[config.mk]
export PLATFORM = sky130hd
export DESIGN_NAME = seg_scan_ctrl
export DESIGN_NICKNAME = d
export VERILOG_FILES = /design/src/rtl/seg_scan_ctrl.sv
export SDC_FILE = /design/constraint.sdc
export NUM_CORES = 1
export LEC_CHECK = 0
export CORE_ASPECT_RATIO = 0.5
export CORE_UTILIZATION = 50
export DETAILED_ROUTE_END_ITERATION = 10
export PLACE_DENSITY = 0.83
export SETUP_SLACK_MARGIN = 0.4
export SLEW_MARGIN = 10
export SYNTH_ARGS = -nofsm -noshare
export SYNTH_HDL_FRONTEND = slang
export SYNTH_SLANG_ARGS = --single-unit
[constraint.sdc]
create_clock -name clk -period 3.7 [get_ports clk]
set_input_delay 0.37 -clock clk [delete_from_list [all_inputs] [get_ports clk]]
set_output_delay 0.37 -clock clk [all_outputs]
set_load 0.02 [all_outputs]
[src/rtl/seg_scan_ctrl.sv]
// seg_scan_ctrl: multiplexed hex 7-segment scanner with gap blanking, frame-synchronous updates and leading-zero suppression.
module hex2digit #(
  parameter bit INVERT = 1'b1
) (
  input  logic [3:0] nib,
  output logic [6:0] seg
);
  logic [6:0] raw;
  always_comb begin
    raw = 7'h00;
    case (nib)
      4'h0: raw = 7'h3F;
      4'h1: raw = 7'h06;
      4'h2: raw = 7'h5B;
      4'h3: raw = 7'h4F;
      4'h4: raw = 7'h66;
      4'h5: raw = 7'h6D;
      4'h6: raw = 7'h7D;
      4'h7: raw = 7'h07;
      4'h8: raw = 7'h7F;
      4'h9: raw = 7'h6F;
      4'hA: raw = 7'h77;
      4'hB: raw = 7'h7C;
      4'hC: raw = 7'h39;
      4'hD: raw = 7'h5E;
      4'hE: raw = 7'h79;
      4'hF: raw = 7'h71;
      default: raw = 7'h00;
    endcase
  end
  assign seg = raw ^ {7{INVERT}};
endmodule

module seg_scan_ctrl #(
  parameter int DIGITS = 4,
  parameter int DIV    = 50000,
  parameter int GAP    = 16,
  parameter bit INVERT = 1'b1
) (
  input  logic                  clk,
  input  logic                  rst,
  input  logic [4*DIGITS-1:0]   value,
  input  logic [DIGITS-1:0]     dp_in,
  input  logic                  lz_en,
  input  logic                  load,
  output logic                  ready,
  output logic [6:0]            seg,
  output logic                  dp,
  output logic [DIGITS-1:0]     an
);
  localparam int IW = $clog2(DIGITS);
  localparam int CW = $clog2((DIV > GAP ? DIV : GAP) + 1);
  typedef enum logic {S_GAP, S_SHOW} state_t;
  state_t              state_q, state_d;
  logic [CW-1:0]       cnt_q, cnt_d;
  logic [IW-1:0]       idx_q, idx_d;
  logic [4*DIGITS-1:0] act_q, act_d, shd_q, shd_d;
  logic [DIGITS-1:0]   adp_q, adp_d, sdp_q, sdp_d;
  logic                pend_q, pend_d;
  logic [DIGITS-1:0]   an_q, an_d;
  logic [6:0]          seg_q, seg_d;
  logic                dp_q, dp_d;
  logic [DIGITS-1:0]   zero_top;
  logic [3:0]          nib;
  logic [6:0]          hex_seg;
  logic                accept, slot_end, boundary, lit, blank, z;
  hex2digit #(.INVERT(INVERT)) u_hex (.nib(nib), .seg(hex_seg));
  always_comb begin
    accept   = load && !pend_q;
    slot_end = cnt_q == CW'(state_q == S_SHOW ? DIV - 1 : GAP - 1);
    boundary = state_q == S_GAP && slot_end && idx_q == '0;
    state_d  = slot_end ? (state_q == S_GAP ? S_SHOW : S_GAP) : state_q;
    cnt_d    = slot_end ? '0 : cnt_q + 1'b1;
    idx_d    = (state_q == S_SHOW && slot_end) ? (idx_q == IW'(DIGITS - 1) ? '0 : idx_q + 1'b1) : idx_q;
    act_d    = (boundary && pend_q) ? shd_q : act_q;
    adp_d    = (boundary && pend_q) ? sdp_q : adp_q;
    shd_d    = accept ? value : shd_q;
    sdp_d    = accept ? dp_in : sdp_q;
    pend_d   = accept || (pend_q && !boundary);
    z        = 1'b1;
    zero_top = '0;
    for (int k = DIGITS - 1; k >= 0; k--) begin
      z           = z && act_d[4*k +: 4] == 4'd0;
      zero_top[k] = z;
    end
    // outputs are computed from next-state so they register on the same edge as state/idx
    nib   = act_d[{idx_d, 2'b00} +: 4];
    lit   = state_d == S_SHOW;
    blank = lz_en && idx_d != '0 && zero_top[idx_d];
    an_d  = (lit ? DIGITS'(1) << idx_d : '0) ^ {DIGITS{INVERT}};
    seg_d = (lit && !blank) ? hex_seg : {7{INVERT}};
    dp_d  = (lit && adp_d[idx_d]) ^ INVERT;
  end
  always_ff @(posedge clk) begin
    if (rst) begin
      state_q <= S_GAP;
      cnt_q   <= '0;
      idx_q   <= '0;
      act_q   <= '0;
      adp_q   <= '0;
      shd_q   <= '0;
      sdp_q   <= '0;
      pend_q  <= 1'b0;
      an_q    <= {DIGITS{INVERT}};
      seg_q   <= {7{INVERT}};
      dp_q    <= INVERT;
    end else begin
      state_q <= state_d;
      cnt_q   <= cnt_d;
      idx_q   <= idx_d;
      act_q   <= act_d;
      adp_q   <= adp_d;
      shd_q   <= shd_d;
      sdp_q   <= sdp_d;
      pend_q  <= pend_d;
      an_q    <= an_d;
      seg_q   <= seg_d;
      dp_q    <= dp_d;
    end
  end
  assign ready = !pend_q;
  assign an    = an_q;
  assign seg   = seg_q;
  assign dp    = dp_q;
endmodule

==> implementation parameters <==
Parameter                              Value

Drt
  Antenna Nets Post-Route ... 0
  Post-DR vias/cell ... 5.940
  Total length of routed wires ... 9726 um
  DRC violations left ... 0
  Routed wire length per instance ... 18.81 um
  DR iter-0 viols ... 386
  Number of detailed-route iterations in the first pass ... 8
  Vias ... 3071

Placement
  Placed cell area ... 0.003696 sq mm
  Placement-stage worst setup slack ... 0.2030 ns
  DP HPWL ... 4850 um
  Number of port buffers ... 36
  Placed cell count ... 483
  Weighted congestion reported at the end of routability-driven placement ... 0.8765

Critical path
  Req. time, crit path ... 3.97 ns
  CP Max Fanout ... 8
  Register-to-register setup slack ... 0.31 ns
  Data arrival time at the worst-slack endpoint ... 3.66 ns
  CP startpoint kind ... register
  Type of destination of the critical path ... register
  Type of the worst setup path ... register to register

Power
  Leakage component of the power ... 1.669 nW
  Switching power ... 390.1 uW
  Sequential fraction of design power ... 44.4%
  Total power per unit cell area ... 416.8 mW/mm^2
  Part of the power in combinational logic ... 4.3%
  Internal Dissipation ... 1.436 mW
  Max rail drop VDD ... 0.2128 mV
  Switching portion of total power ... 21.36%
  Clock Power Share ... 51.4%

GRT
  Remaining Overflow, GRT ... 0
  Via count of the first global-routing pass ... 2678
  All-layer global routing usage ... 25.33%
  Global-route wire length before repair ... 12810 um
  Pin count of the biggest net entering global routing ... 46
  Number of antenna violations at the first check in global routing ... 0

Timing
  Slew @ Worst Pin ... 0.7584 ns
  Final worst path period share ... 91.68%
  Headroom to the max-slew limit ... 49.21%
  Setup clock skew after layout ... 0.005307 ns
  Pins over their slew limit ... 0
  Unrepaired setup endpoints after global routing ... true
  Post-route worst setup slack ... 0.3078 ns
  Maximum operating frequency ... 0.2948 GHz
  Min Clock Period, post-route ... 3.392 ns
  Total count of hold-check failures in the final report ... 0
  Total negative slack ... 0 ns
  Worst hold slack across all endpoints ... 0.4530 ns
  Count of final setup violators ... 0

Layout
  Area Growth Syn to Fin ... 33.78%
  Final Net Count ... 458
  Share of post-route cells with drive strength above 1 ... 18.88%
  Non-Filler Cell Area, Final ... 0.004380 sq mm
  Non-Filler Instances ... 517
  Number of antenna diodes ... 0

Synth
  Leading register cell type out of synthesis ... dfxtp_1
  Mean instance size in the synthesized netlist ... 8.755 sq um
  Cell count after synthesis ... 374
  Number of enable-type register cells in the synthesized netlist ... 0
  Post-synth net total ... 408
  Synth Cell Area ... 0.003274 sq mm
  Yosys warning count ... 0
  Number of synthesized register bits ... 72
  Fraction of the yosys area taken by sequential cells ... 44.02%
  Number of different library cells in the post-synthesis netlist ... 43
  Async set or reset register ratio after synthesis ... 0%

Clock tree
  Maximum level of the CTS H-tree ... 3
  TritonCTS buffer count ... 9
  TritonCTS clock tree ... yes
  Clock latency on the worst-skew pair ... 0.34 ns
  Maximum buffer depth of the clock tree ... 2
  Clock transition at path regs ... 0.06 ns
  Sinks on the clock net ... 72
  Clock root buffer ... clkbuf_16

Die
  Initial Util ... 52.98%
  Top-level I/O count ... 37
  Area of the core ... 0.006181 sq mm
  Width of the die ... 116.4 um
  Die footprint ... 0.006896 sq mm
  Std-Cell Rows ... 20
  Die extent in y ... 59.22 um

Hold path
  Kind of path behind the tightest hold check ... register to register

Flow run
  Count of max-cap constraint violations ... 0

Outcome
  Outcome ... completed
critical path: stages, from the launching register on:
cell     delay, ns
dfxtp_1       0.41
nand4_1       0.15
nor2_1        0.15
a21oi_2       0.06
nor4_4        0.32
buf_4         0.18
ha_4          0.15
nand3_4       0.11
buf_12        0.19
mux2i_2       0.25
mux2i_1       0.16
mux2i_2       0.24
buf_4         0.19
ha_4          0.20
mux2i_1       0.09
a311o_1       0.31
o21ai_1       0.13
per-layer routing:
layer	routed length (um)	global-route usage, %	vias up	part of all wire [%]
met5	0	0	-	0
met4	601	13.74	0	6.2
met3	780	7.362	73	8.0
met2	4591	43.11	185	47
met1	3753	29.37	1419	39
li1	-	-	1394	-
timing repair:
action,4_1_cts,5_1_grt
endpoints found under the setup margin,7,7
buffers inserted,7,9
cloned,0,2
pin swaps,4,7
resized for setup,20,24
hold buffers,0,0
path summary, 6_finish.rpt:
path	startpoint	to	cells past startpoint
setup reg to reg	cnt_q[6]$_SDFF_PP0_	seg[0]$_SDFF_PP1_	16
hold reg to reg	cnt_q[0]$_SDFF_PP0_	cnt_q[0]$_SDFF_PP0_	1
setup / recovery	cnt_q[6]$_SDFF_PP0_	seg[0]$_SDFF_PP1_	16
hold / removal	cnt_q[0]$_SDFF_PP0_	cnt_q[0]$_SDFF_PP0_	1
power groups by stage:
| stage | Sequential, mW | Clock [mW] | Combinational, mW |
|---|---|---|---|
| 2_1_floorplan | 0.818 | 0 | 0.0411 |
| 3_3_place_gp | 0.823 | 0 | 0.0717 |
| 3_5_place_dp | 0.823 | 0 | 0.0726 |
| 4_1_cts | 0.807 | 0.937 | 0.0734 |
| 5_1_grt | 0.810 | 0.978 | 0.0863 |
| 6_report | 0.810 | 0.938 | 0.0777 |
state kept, by name, summed over array words and instances, names as in the netlist:
| name | cells |
|---|---|
| act_q | 16 |
| adp_q | 4 |
| an | 4 |
| cnt_q | 16 |
| dp | 1 |
| idx_q | 2 |
| pend_q | 1 |
| sdp_q | 4 |
| seg | 7 |
| shd_q | 16 |
| state_q | 1 |
Yosys cell counts (2+ instances only):
master / instances / share of area, %
nand4_1: 5 / 0.96
clkbuf_1: 9 / 1.0
mux4_2: 2 / 1.4
mux2i_1: 30 / 9.2
buf_2: 6 / 0.92
a21oi_1: 32 / 4.9
o21ai_0: 4 / 0.61
nor4_1: 6 / 1.1
xnor2_1: 7 / 1.9
nand2_1: 70 / 8.0
ha_1: 10 / 3.8
inv_1: 10 / 1.1
xor2_1: 7 / 1.9
or4_1: 2 / 0.46
buf_6: 2 / 0.69
nand3_1: 10 / 1.5
nor3b_1: 2 / 0.46
o211ai_1: 2 / 0.46
nor3_1: 6 / 0.92
a211oi_1: 2 / 0.46
dfxtp_1: 72 / 44
o221ai_1: 4 / 1.1
buf_1: 3 / 0.34
a311o_1: 2 / 0.61
o311ai_1: 2 / 0.54
nor2_1: 46 / 5.3
mux2_2: 4 / 1.4
or3_1: 2 / 0.38
through the flow:
stage,power (mW),util [%]
after detailed placement,0.8955,59.80
after CTS,1.817,67.11
after floorplan,0.8587,-
final,1.826,70.87
after global placement,0.8945,59.80
after global routing,1.875,70.87
cells in the final DEF, fill, tap and decap left out, types with 2 or more instances in the layout:
cell type        instances
nand2_1                 70
dfxtp_1                 66
nor2_1                  46
clkdlybuf4s50_1         36
a21oi_1                 31
mux2i_1                 21
buf_4                   20
clkbuf_16               10
inv_1                    8
nand3_1                  8
mux2i_2                  7
xor2_1                   7
xnor2_1                  7
nor3_1                   6
nand4_1                  5
ha_1                     5
dfxtp_2                  5
o221ai_1                 4
mux2_2                   4
nor4_4                   3
mux4_2                   3
mux2i_4                  3
inv_2                    3
nor4_1                   3
o21ai_0                  3
ha_4                     3
or3_1                    2
o311ai_1                 2
o211ai_1                 2
a311o_1                  2
a211oi_1                 2
ha_2                     2
clkinvlp_4               2
bufinv_16                2
logic make-up after synthesis:
kind of cell,synth area share [%]
muxes,13.87
adders and majority gates,3.821
buffers and inverters,4.471
xor gates and xnor gates,3.745
and+or+nand+nor,19.99
AOI/OAI and AO/OA,10.09
DFF,44.02
area by class of cell:
cell class,count,area [sq um]
multi-input combinational,271,1888
inverter,11,41.29
tap,88,110.1
sequential,72,1451
clock inverter,5,80.08
clock buffer,11,242.7
timing repair buffer,59,566.8
fill,378,1800
(Power assumes the default switching activity.)
